### config.mk
export PLATFORM = sky130hd
export DESIGN_NAME = nem_ohmux_seq_invd
export DESIGN_NICKNAME = d
export VERILOG_FILES = /design/src/rtl/nem_ohmux_seq_invd.sv
export SDC_FILE = /design/constraint.sdc
export NUM_CORES = 1
export LEC_CHECK = 0
export ABC_CLOCK_PERIOD_IN_PS = 2100
export BUFFER_PORTS_ARGS = -buffer_cell sky130_fd_sc_hd__buf_2
export CAP_MARGIN = 40
export CORE_UTILIZATION = 40
export DETAILED_ROUTE_END_ITERATION = 8
export SYNTH_ARGS = -nofsm -noshare
export SYNTH_HDL_FRONTEND = slang
export SYNTH_HIERARCHICAL = 1
export SYNTH_SLANG_ARGS = --single-unit
### constraint.sdc
create_clock -name clk -period 2.1 [get_ports clk]
set_input_delay 0.42 -clock clk [delete_from_list [all_inputs] [get_ports clk]]
set_output_delay 0.42 -clock clk [all_outputs]
set_load 0.01 [all_outputs]
### src/rtl/nem_ohmux_seq_invd.sv
// nem_ohmux_seq_invd
//   Sequenced one-hot inverting mux for NEM-relay crossbar columns.
//   zn = ~din[sel], where the relay select sel_oh is generated internally
//   with break-before-make sequencing. All relays are open for T_BREAK
//   cycles, then the new relay closes and settles for T_MAKE cycles.
//
//   Build option NEM_OHMUX_HOLD_EN: while a switch is in progress, zn keeps
//   the last value captured while zn_valid was high. Without it, zn follows
//   sel_oh live: all ones while every relay is open, and the new input
//   during the settle phase.
//
// Ports
//   clk, rst    rising-edge clock, asynchronous active-high reset
//   req_valid   select-change request
//   req_sel     requested input index (SW bits)
//   req_ready   high only while idle
//   din         N_IN inputs, input i at din[i*WIDTH +: WIDTH]
//   sel_oh      registered one-hot (or all-zero) relay select
//   zn          registered ~(OR_i sel_oh[i] & din_i)
//   zn_valid    zn reflects a settled select
//   err         one-cycle pulse on an out-of-range request

// One output lane: the inverting wired-OR of the lane bits of every input,
// each gated by its relay select.
module nem_ohmux_seq_invd_lane #(
    parameter int N_IN = 2
) (
    input  logic [N_IN-1:0] sel_oh,
    input  logic [N_IN-1:0] bits,
    output logic            zn_d
);
    assign zn_d = ~|(sel_oh & bits);
endmodule

module nem_ohmux_seq_invd #(
    parameter int N_IN    = 2,
    parameter int WIDTH   = 1,
    parameter int T_BREAK = 2,
    parameter int T_MAKE  = 3,
    localparam int SW     = $clog2(N_IN)
) (
    input  logic                  clk,
    input  logic                  rst,
    input  logic                  req_valid,
    input  logic [SW-1:0]         req_sel,
    output logic                  req_ready,
    input  logic [N_IN*WIDTH-1:0] din,
    output logic [N_IN-1:0]       sel_oh,
    output logic [WIDTH-1:0]      zn,
    output logic                  zn_valid,
    output logic                  err
);
    localparam int TMAX = (T_BREAK > T_MAKE) ? T_BREAK : T_MAKE;
    localparam int CW   = $clog2(TMAX) + 1;

    typedef enum logic [1:0] {IDLE, BRK, MAKE} state_t;

    state_t           state, state_nxt;
    logic [CW-1:0]    cnt, cnt_nxt;
    logic [SW-1:0]    new_sel, new_sel_nxt;
    logic [SW-1:0]    cur_sel, cur_sel_nxt;
    logic             active, active_nxt;
    logic [N_IN-1:0]  sel_oh_nxt;
    logic             zn_valid_nxt;
    logic             err_nxt;
    logic [WIDTH-1:0] zn_live;

    // Regroup din per lane so each lane sees bit l of every input.
    logic [WIDTH-1:0][N_IN-1:0] lane_bits;

    for (genvar l = 0; l < WIDTH; l++) begin : g_lane
        for (genvar i = 0; i < N_IN; i++) begin : g_in
            assign lane_bits[l][i] = din[i*WIDTH + l];
        end
        nem_ohmux_seq_invd_lane #(.N_IN(N_IN)) u_lane (
            .sel_oh (sel_oh),
            .bits   (lane_bits[l]),
            .zn_d   (zn_live[l])
        );
    end

    assign req_ready = (state == IDLE);

    always_comb begin
        state_nxt    = state;
        cnt_nxt      = cnt;
        new_sel_nxt  = new_sel;
        cur_sel_nxt  = cur_sel;
        active_nxt   = active;
        sel_oh_nxt   = sel_oh;
        zn_valid_nxt = zn_valid;
        err_nxt      = 1'b0;
        case (state)
            IDLE: begin
                if (req_valid) begin
                    if (int'(req_sel) >= N_IN) begin
                        err_nxt = 1'b1;
                    end else if (!(active && req_sel == cur_sel)) begin
                        new_sel_nxt  = req_sel;
                        sel_oh_nxt   = '0;
                        zn_valid_nxt = 1'b0;
                        state_nxt    = BRK;
                        cnt_nxt      = CW'(T_BREAK - 1);
                    end
                end
            end
            BRK: begin
                if (cnt == '0) begin
                    for (int i = 0; i < N_IN; i++)
                        sel_oh_nxt[i] = (int'(new_sel) == i);
                    state_nxt = MAKE;
                    cnt_nxt   = CW'(T_MAKE - 1);
                end else begin
                    cnt_nxt = cnt - CW'(1);
                end
            end
            MAKE: begin
                if (cnt == '0) begin
                    state_nxt    = IDLE;
                    cur_sel_nxt  = new_sel;
                    active_nxt   = 1'b1;
                    zn_valid_nxt = 1'b1;
                end else begin
                    cnt_nxt = cnt - CW'(1);
                end
            end
            default: begin
                state_nxt  = IDLE;
                sel_oh_nxt = '0;
            end
        endcase
    end

    always_ff @(posedge clk or posedge rst) begin
        if (rst) begin
            state    <= IDLE;
            cnt      <= '0;
            new_sel  <= '0;
            cur_sel  <= '0;
            active   <= 1'b0;
            sel_oh   <= '0;
            zn_valid <= 1'b0;
            err      <= 1'b0;
            zn       <= '1;
        end else begin
            state    <= state_nxt;
            cnt      <= cnt_nxt;
            new_sel  <= new_sel_nxt;
            cur_sel  <= cur_sel_nxt;
            active   <= active_nxt;
            sel_oh   <= sel_oh_nxt;
            zn_valid <= zn_valid_nxt;
            err      <= err_nxt;
`ifdef NEM_OHMUX_HOLD_EN
            // Capture on every edge that leaves zn_valid high, including the
            // settle-complete edge, so zn and zn_valid rise together.
            if (zn_valid_nxt)
                zn <= zn_live;
`else
            zn <= zn_live;
`endif
        end
    end
endmodule

# After elaboration in Yosys (flattened, before gate mapping)
# Cells that the tools add are included.
# classes
n_addsub	1
n_eq_ne	8
n_mux	18
bitwise	4
reduce_logical	13
# op_table
op	count
4-bit AND reduction	4
2-bit 2-to-1 mux	7
3-bit 2-to-1 mux	4
2-bit case mux with 3 select lines	2
2-bit != test, second input constant	5
3-bit case mux with 3 select lines	1
3-bit zero test	1
1-bit 2-to-1 mux	3
1-bit inverter	3
3-bit AND reduction	1
3-bit nonzero test	1
3-bit by 1-bit subtractor with 3-bit output, second input constant	1
2-bit bitwise AND	1
2-bit by 1-bit equality test with 1-bit output, second input constant	1
2-bit equality test, second input constant	1
2-bit zero test	1
1-bit case mux with 2 select lines	1
2-bit AND reduction	1
2-bit nonzero test	1
2-bit OR reduction	1
1-bit equality test	1
1-bit logical AND	1
1-bit zero test	1
# totals
ff_bits	12
input_bits	6
out_inout_bits	6
word_cells	52

# Longest topological paths before layout
# Gate-level depths: netlist of the first run.
# logic_depth
word_depth	5
depth_mapped	6
depth_no_buf	6

# Modules after synthesis
# Netlist of the first run, hierarchy kept.
# modules_own_cells
module	n_inst	cells_per_inst	area_each_um2	seq_area_each_um2
nem_ohmux_seq_invd	1	65	704.4	301.5
nem_ohmux_seq_invd_lane	1	1	12.5	0.0

# Least setup slack after synthesis of the first run
# Ideal clock, no wire load.
# synth_timing
path_type	reg2reg
from	register state[0]
to	register cnt[2]
setup_ps	122
arrival_ps	1553
required_time_ps	1978
setup_slack_ps	425
path_stages_with_launch	7
path_buffers	0
period_less_slack_ps	1675
path_cell_list	dfrtp_1 > inv_1 > ha_1 > nor2b_1 > a31oi_4 > a32o_1 > a32o_1
# synth_between
elab_chain_len	3
elab_cells_between_ends	9
# synth_lines
element	line	text
start, declared	58	state_t state, state_nxt;
start signal, assigned	146	state <= state_nxt;
2-bit zero test *	--	
net req_ready	46	output logic req_ready,
2-bit != test (no line) or 3-bit nonzero test (tied branches)	--	
4-bit AND reduction (no line)	--	
end signal, assigned	147	cnt <= cnt_nxt;
end, declared	59	logic [CW-1:0] cnt, cnt_nxt;
# The timed path passes the listed nets; every way through them passes the cells marked *.
# A chain may end at the register's enable or synchronous reset.

# Worst setup path after layout of the first run
# layout_timing
from	register state[0]
to	register sel_oh[0]
# layout_between
elab_chain_len	3
elab_cells_between_ends	9
# layout_lines
element	line	text
2-bit by 1-bit equality test with 1-bit output, or another cell as far along	93	case (state)
2-bit != test (no line) or 1-bit inverter (tied branches)	--	
4-bit AND reduction (no line)	--	
end signal, assigned	151	sel_oh <= sel_oh_nxt;
end, declared	48	output logic [N_IN-1:0] sel_oh,
# Parallel ways exist; a longest one is shown, timed or not.

==> qor.json, run 1 <==
{
  "layout": {
    "ratio_of_cells_with_drive_above_1_in_the_final_layout_pct": 30.4,
    "antennaDiodeCount": 0,
    "design.final.nets": 92,
    "final_cell_count_no_fill": 103,
    "syn_to_final_growth_pct": 15.2,
    "n_fill_cell": 149
  },
  "synthesis": {
    "synth.most_common_cell": "dfrtp_1",
    "yosys-top-cells-area": "dfrtp_1, ha_1, inv_1",
    "yosys_warnings": 6,
    "yosysTopAreaCell": "dfrtp_1",
    "synth-edff-count": 0,
    "postSynth.asyncResetShare_pct": 100,
    "mappedNetlistArea_um2": 717,
    "yosys_register_bits": 12,
    "synth_top_area_share_pct": 38.4,
    "synth_commonest_cells": "dfrtp_1, inv_1, a21oi_1, ha_1",
    "synth_flop_type": "dfrtp_1",
    "synthesis.instances": 66,
    "postSynthAreaPerCell_um2": 10.9,
    "synth.distinct_cells": 28,
    "synth.net_count": 78,
    "synth-seq-area-share_pct": 42.1
  },
  "power_and_ir_drop": {
    "pwr_density_cell_nw_per_um2": 1470,
    "peak_vdd_ir_mv": 0.556,
    "cellLeakagePower_nw": 0.401
  },
  "grt": {
    "first_global_vias": 478,
    "global_route_wire_length_before_repair_um": 2160,
    "globalRoute.totalOverflow": 0,
    "antenna_found_initial": 0,
    "groute.usage.overall_pct": 15.2,
    "grt_max_degree": 13
  },
  "clock_tree": {
    "path_clk_slew_ns": 0.08,
    "numClockSinks": 12,
    "cts_made_buffers": 3,
    "cts_post_setup_buffers_inserted": 0,
    "cts_h_tree_depth": 1,
    "postCtsResizedCells": 0,
    "tritoncts": "done",
    "clock-root-buffer": "clkbuf_4",
    "cts_max_path_buffers": 2,
    "clk_latency_ns": 0.26,
    "hold_buffers": 0
  },
  "timing": {
    "timing_max_transition_violations_final": 0,
    "highest_clock_frequency_the_design_can_meet_ghz": 0.562,
    "timing_hold_violations_final": 0,
    "setup_viol": 0,
    "finalClockSkew_ns": 0.00117,
    "rsz0062_at_grt": "no",
    "final.hold.worst_slack_ns": 0.152,
    "timing.final.crit_share_pct": 84.8,
    "final_period_minus_worst_setup_slack_ns": 1.78,
    "setup_total_negative_slack_ns": 0
  },
  "outcome": {
    "outcome": "finished, final reports clean"
  },
  "setup_path": {
    "worstPathRequired_ns": 2.25,
    "critical_path.startpoint_type": "flop",
    "cp_max_fo": 8,
    "setup.worst_path.end_class": "flop",
    "critical_path_class": "flop to flop",
    "cp_data_arrival_time_ns": 1.93
  },
  "die": {
    "floorplan.core_area_um2": 1590,
    "top_level_ports": 12,
    "row_count": 14,
    "die-height_um": 44.3,
    "chipWidth_um": 44.3,
    "effective_utilization_at_floorplan_pct": 45.0,
    "die_area_um2": 1970
  },
  "placed_design": {
    "number_of_cells_in_the_design_after_placement": 99,
    "globalplace.congestion": 0.744,
    "detailedPlacementHpwl_um": 954,
    "port_buffers": 10
  },
  "worst_hold_path": {
    "min_path_type": "input pin to asynchronous set/reset pin"
  },
  "drt": {
    "drt_pre_antenna_iters": 3,
    "routedWlPerCell_um": 11.9,
    "drt.antenna.violating_nets": 0,
    "routed_wl_um": 1230,
    "route.vias.total": 497,
    "routed_via_density": 4.83,
    "drt_drc_violations_left": 0,
    "detail_route.iter0.violations": 5
  },
  "job": {
    "maxCapViolCount": 0
  }
}
-- flip-flops by register name (all words and copies together) (netlist names) --
register  count
sel_oh        2
cnt           3
state         2
cur_sel       1
zn            1
zn_valid      1
new_sel       1
active        1
-- worst paths after layout --
check                                       from                     to  slack, ns  cells after the start
max                         state[0]$_DFFE_PP0P_  sel_oh[0]$_DFFE_PP0P_       0.32                      6
max in group asynchronous                    rst           zn$_DFF_PP1_       1.61                      2
max reg2reg                 state[0]$_DFFE_PP0P_  sel_oh[0]$_DFFE_PP0P_       0.32                      6
min reg2reg                sel_oh[1]$_DFFE_PP0P_           zn$_DFF_PP1_       0.46                      1
min                                          rst  sel_oh[1]$_DFFE_PP0P_       0.15                      2
min in group clk                          din[1]           zn$_DFF_PP1_       0.28                      2
-- where the power goes --
| part | leakage [nW] | switching (mW) | total, mW | internal (mW) |
|---|---|---|---|---|
| registers | 0.149 | 0.0620 | 0.382 | 0.320 |
| clock network | 0.0210 | 0.0769 | 0.182 | 0.105 |
| logic | 0.232 | 0.343 | 0.649 | 0.306 |
-- cells by family (layout without fill, tap and decap cells) --
family / Yosys count / after routing / synth area share, %
buffers and inverters: 10 / 23 / 5.76
muxes: 5 / 5 / 8.73
AOI/OAI and AO/OA: 17 / 17 / 18.8
DFF: 12 / 12 / 42.1
and+or+nand+nor: 14 / 14 / 12.4
xor gates and xnor gates: 1 / 1 / 1.22
other: 1 / 1 / 0.523
adders and majority gates: 6 / 6 / 10.5
-- through the flow --
stage,worst slack [ns],area (µm²),utilization (%),power (mW)
6_report,0.320,826,51.8,1.21
5_1_grt,0.193,826,51.8,1.32
4_1_cts,0.310,826,51.8,1.23
3_5_place_dp,0.318,790,49.5,1.04
3_3_place_gp,0.364,790,49.5,1.03
2_1_floorplan,0.425,717,-,0.897
-- layout make-up --
class | count | area (µm²) | share of cell area, %
Tap cell | 24 | 30.0 | 3.64
Multi-Input combinational cell | 44 | 374 | 45.3
Sequential cell | 12 | 302 | 36.5
Timing Repair Buffer | 10 | 50.0 | 6.06
Clock buffer | 4 | 36.3 | 4.39
Inverter | 9 | 33.8 | 4.09
-- critical path, stage by stage, from the launching register on --
cell and delay [ns]:
dfrtp_1 0.38, inv_1 0.09, ha_1 0.26, nor2b_1 0.18, a31oi_4 0.30, nand2_1 0.14, mux2_4 0.32
-- cells in the final DEF (no fill, tap or decap), drive strengths merged, types with 2 or more instances in the layout --
master  Yosys  routed
inv         9       9
a21oi       6       6
nand2b      2       2
dfrtp      11      11
nand2       2       2
nor2        3       3
mux2        4       4
a32o        2       2
clkbuf      0       4
o21ai       2       2
buf         1      10
nor2b       3       3
ha          6       6
-- routing by layer --
layer | track usage, % | routed length (µm) | vias up
li1 | - | - | 252
met5 | 0 | 0 | -
met4 | 5.45 | 9 | 0
met1 | 22.4 | 649 | 233
met2 | 22.4 | 540 | 10
met3 | 2.45 | 30 | 2
(Power assumes the default switching activity.)
==> run 2: changes to the inputs <==
- ABC_CLOCK_PERIOD_IN_PS: 2100 -> 1750
- clock period: 2.1 -> 1.75 ns (I/O delays scaled with it)
==> qor.json, run 2 (synthesis gave the netlist of run 1 again) <==
{
  "drt": {
    "detail_route.iter0.violations": {"value": 7, "change": "+2"},
    "routedWlPerCell": {"value": 11.9, "unit": "µm", "change": "about the same"},
    "routed_via_density": {"value": 4.79, "change": "-0.83%"},
    "drt_drc_violations_left": {"value": 0, "change": "unchanged"},
    "route.vias.total": {"value": 512, "change": "+3.0%"},
    "drt_pre_antenna_iters": {"value": 4, "change": "+1"},
    "drt.antenna.violating_nets": {"value": 0, "change": "unchanged"},
    "routed_wl": {"value": 1280, "unit": "µm", "change": "+3.8%"}
  },
  "die": {
    "chipWidth": {"value": 44.3, "unit": "µm", "change": "unchanged"},
    "top_level_ports": {"value": 12, "change": "unchanged"},
    "row_count": {"value": 14, "change": "unchanged"},
    "die-height": {"value": 44.3, "unit": "µm", "change": "unchanged"},
    "die_area": {"value": 1970, "unit": "µm²", "change": "unchanged"},
    "floorplan.core_area": {"value": 1590, "unit": "µm²", "change": "unchanged"},
    "effective_utilization_at_floorplan": {"value": 45.0, "unit": "%", "change": "unchanged"}
  },
  "clock_tree": {
    "cts_max_path_buffers": {"value": 2, "change": "unchanged"},
    "numClockSinks": {"value": 12, "change": "unchanged"},
    "tritoncts": "done",
    "clk_latency": {"value": 0.28, "unit": "ns", "change": "+0.02 ns"},
    "path_clk_slew": {"value": 0.08, "unit": "ns", "change": "about the same"},
    "clock-root-buffer": "clkbuf_4",
    "cts_made_buffers": {"value": 3, "change": "unchanged"},
    "cts_h_tree_depth": {"value": 1, "change": "unchanged"},
    "hold_buffers": {"value": 0, "change": "unchanged"}
  },
  "layout": {
    "layout.cells.most_common": "dfrtp_1",
    "antennaDiodeCount": {"value": 0, "change": "unchanged"},
    "ratio_of_cells_with_drive_above_1_in_the_final_layout": {"value": 34.9, "unit": "%", "change": "+4.6 points"},
    "layout.cells.most_common_list": "dfrtp_1, buf_2, inv_1",
    "syn_to_final_growth_pct": 19.5,
    "largest_reg_flops": {"value": 3, "change": "unchanged"},
    "largest_registers": "cnt: 3 flops, sel_oh: 2 flops, state: 2 flops",
    "design.final.nets": {"value": 96, "change": "+4.3%"},
    "registers.top_by_ff_count": "cnt",
    "n_fill_cell": {"value": 145, "change": "-2.7%"}
  },
  "timing": {
    "timing_hold_violations_final": {"value": 0, "change": "unchanged"},
    "setup_viol": {"value": 0, "change": "unchanged"},
    "timing.final.crit_share": {"value": 93.8, "unit": "%", "change": "+9.1 points"},
    "worst_setup_slack_after_layout": {"value": 0.108, "unit": "ns", "change": "-0.212 ns"},
    "final.hold.worst_slack": {"value": 0.0669, "unit": "ns", "change": "-0.0851 ns"},
    "final_period_minus_worst_setup_slack": {"value": 1.64, "unit": "ns", "change": "-0.138 ns"},
    "timing_max_transition_violations_final": {"value": 0, "change": "unchanged"},
    "highest_clock_frequency_the_design_can_meet": {"value": 0.609, "unit": "GHz", "change": "+8.4%"},
    "rsz0062_at_grt": "no",
    "finalClockSkew": {"value": 0.00472, "unit": "ns", "change": "+0.00356 ns"},
    "setup_total_negative_slack": {"value": 0, "unit": "ns", "change": "unchanged"}
  },
  "outcome": {
    "outcome": "finished, final reports clean"
  },
  "grt": {
    "global_route_wire_length_before_repair": {"value": 2280, "unit": "µm", "change": "+5.7%"},
    "first_global_vias": {"value": 516, "change": "+7.9%"},
    "globalRoute.totalOverflow": {"value": 0, "change": "unchanged"},
    "antenna_found_initial": {"value": 0, "change": "unchanged"},
    "groute.usage.overall": {"value": 16.2, "unit": "%", "change": "+1.1 points"},
    "grt_max_degree": {"value": 13, "change": "unchanged"}
  },
  "setup_path": {
    "worst-r2r-setup-slack": {"value": 0.11, "unit": "ns", "change": "-0.21 ns"},
    "setup.worst_path.end_class": "flop",
    "worstReg2RegEnd": "sel_oh[0]$_DFFE_PP0P_",
    "timing.critical_path.slowest_stage_cell": "dfrtp_1",
    "critical_path_class": "flop to flop",
    "worst_path_cell_trace": "inv_1 > ha_1 > nor2b_1 > a31oi_4 > nand2_1 > mux2_4",
    "reg2reg_from": "state[0]$_DFFE_PP0P_",
    "cp_data_arrival_time": {"value": 1.80, "unit": "ns", "change": "-0.13 ns"},
    "crit_family": "flip-flops",
    "slowest_delay": {"value": 0.38, "unit": "ns", "change": "about the same"},
    "critical_path.startpoint_type": "flop",
    "worstPathRequired": {"value": 1.91, "unit": "ns", "change": "-0.34 ns"},
    "worstPathBufferInverterCount": {"value": 1, "change": "unchanged"},
    "ff2ff_path_depth": {"value": 6, "change": "unchanged"},
    "cp_max_fo": {"value": 7, "change": "-1"}
  },
  "power_and_ir_drop": {
    "cellLeakagePower": {"value": 0.420, "unit": "nW", "change": "+4.7%"},
    "peak_vdd_ir": {"value": 0.837, "unit": "mV", "change": "+50%"},
    "pwr_density_cell": {"value": 1770, "unit": "nW/µm²", "change": "+21%"}
  },
  "worst_hold_path": {
    "min_path_type": "input pin to asynchronous set/reset pin"
  },
  "placed_design": {
    "port_buffers": {"value": 10, "change": "unchanged"},
    "place_ws": {"value": 0.0839, "unit": "ns", "change": "-0.234 ns"},
    "globalplace.congestion": {"value": 0.743, "change": "-0.13%"},
    "detailedPlacementHpwl": {"value": 993, "unit": "µm", "change": "+4.1%"}
  },
  "job": {
    "maxCapViolCount": {"value": 0, "change": "unchanged"}
  }
}
==> run 2: cell types whose count changed in the layout (fill, tap and decap cells not counted), sizes merged <==
cell,before,now
buf,10,14
==> run 2: cell type report <==
cell class | instances | area (µm²) | share of cell area, %
well taps | 24 | 30.0 | 3.50
repair buffers | 14 | 80.1 | 9.34
clock buffers | 4 | 36.3 | 4.23
flip-flops and latches | 12 | 302 | 35.2
multi-input cells | 44 | 375 | 43.8
inverters | 9 | 33.8 | 3.94
==> run 2: where the power goes <==
group	internal, mW	switching (mW)	total [mW]
sequential	0.384	0.0780	0.462
clock	0.127	0.0970	0.223
combinational	0.416	0.419	0.835
==> run 2: per-stage QoR <==
stage	cell area (µm²)	utilization [%]	std cells	total power, mW
2_1_floorplan	717	-	66	1.08
3_3_place_gp	812	50.9	102	1.28
3_5_place_dp	812	50.9	102	1.28
4_1_cts	848	53.2	106	1.52
5_1_grt	857	53.8	107	1.66
6_report	857	53.8	107	1.52
==> run 2: how the worst max path moves through the flow <==
| stage | slack, ns | startpoint | end | depth (start not counted) |
|---|---|---|---|---|
| 2_1_floorplan | 0.08 | state[0]$_DFFE_PP0P_ | cnt[2]$_DFFE_PP0P_ | 6 |
| 3_3_place_gp | 0.08 | state[0]$_DFFE_PP0P_ | sel_oh[0]$_DFFE_PP0P_ | 6 |
| 3_5_place_dp | 0.08 | state[0]$_DFFE_PP0P_ | sel_oh[0]$_DFFE_PP0P_ | 6 |
| 4_1_cts | 0.07 | state[0]$_DFFE_PP0P_ | sel_oh[0]$_DFFE_PP0P_ | 6 |
| 5_1_grt | 0.009 | state[0]$_DFFE_PP0P_ | sel_oh[0]$_DFFE_PP0P_ | 6 |
| 6_report | 0.11 | state[0]$_DFFE_PP0P_ | sel_oh[0]$_DFFE_PP0P_ | 6 |
==> run 2: timing repair <==
action	CTS	global route
gates resized for setup	0	1
endpoints found under the setup margin	0	2
buffers inserted	0	1
==> run 2: metal layers <==
| metal | routed length, µm | global-route usage, % | up-vias |
|---|---|---|---|
| met5 | 0 | 0 | - |
| met4 | 0 | 3.64 | 0 |
| met3 | 59 | 7.35 | 0 |
| met2 | 613 | 25.9 | 13 |
| met1 | 603 | 20.2 | 241 |
| li1 | - | - | 258 |
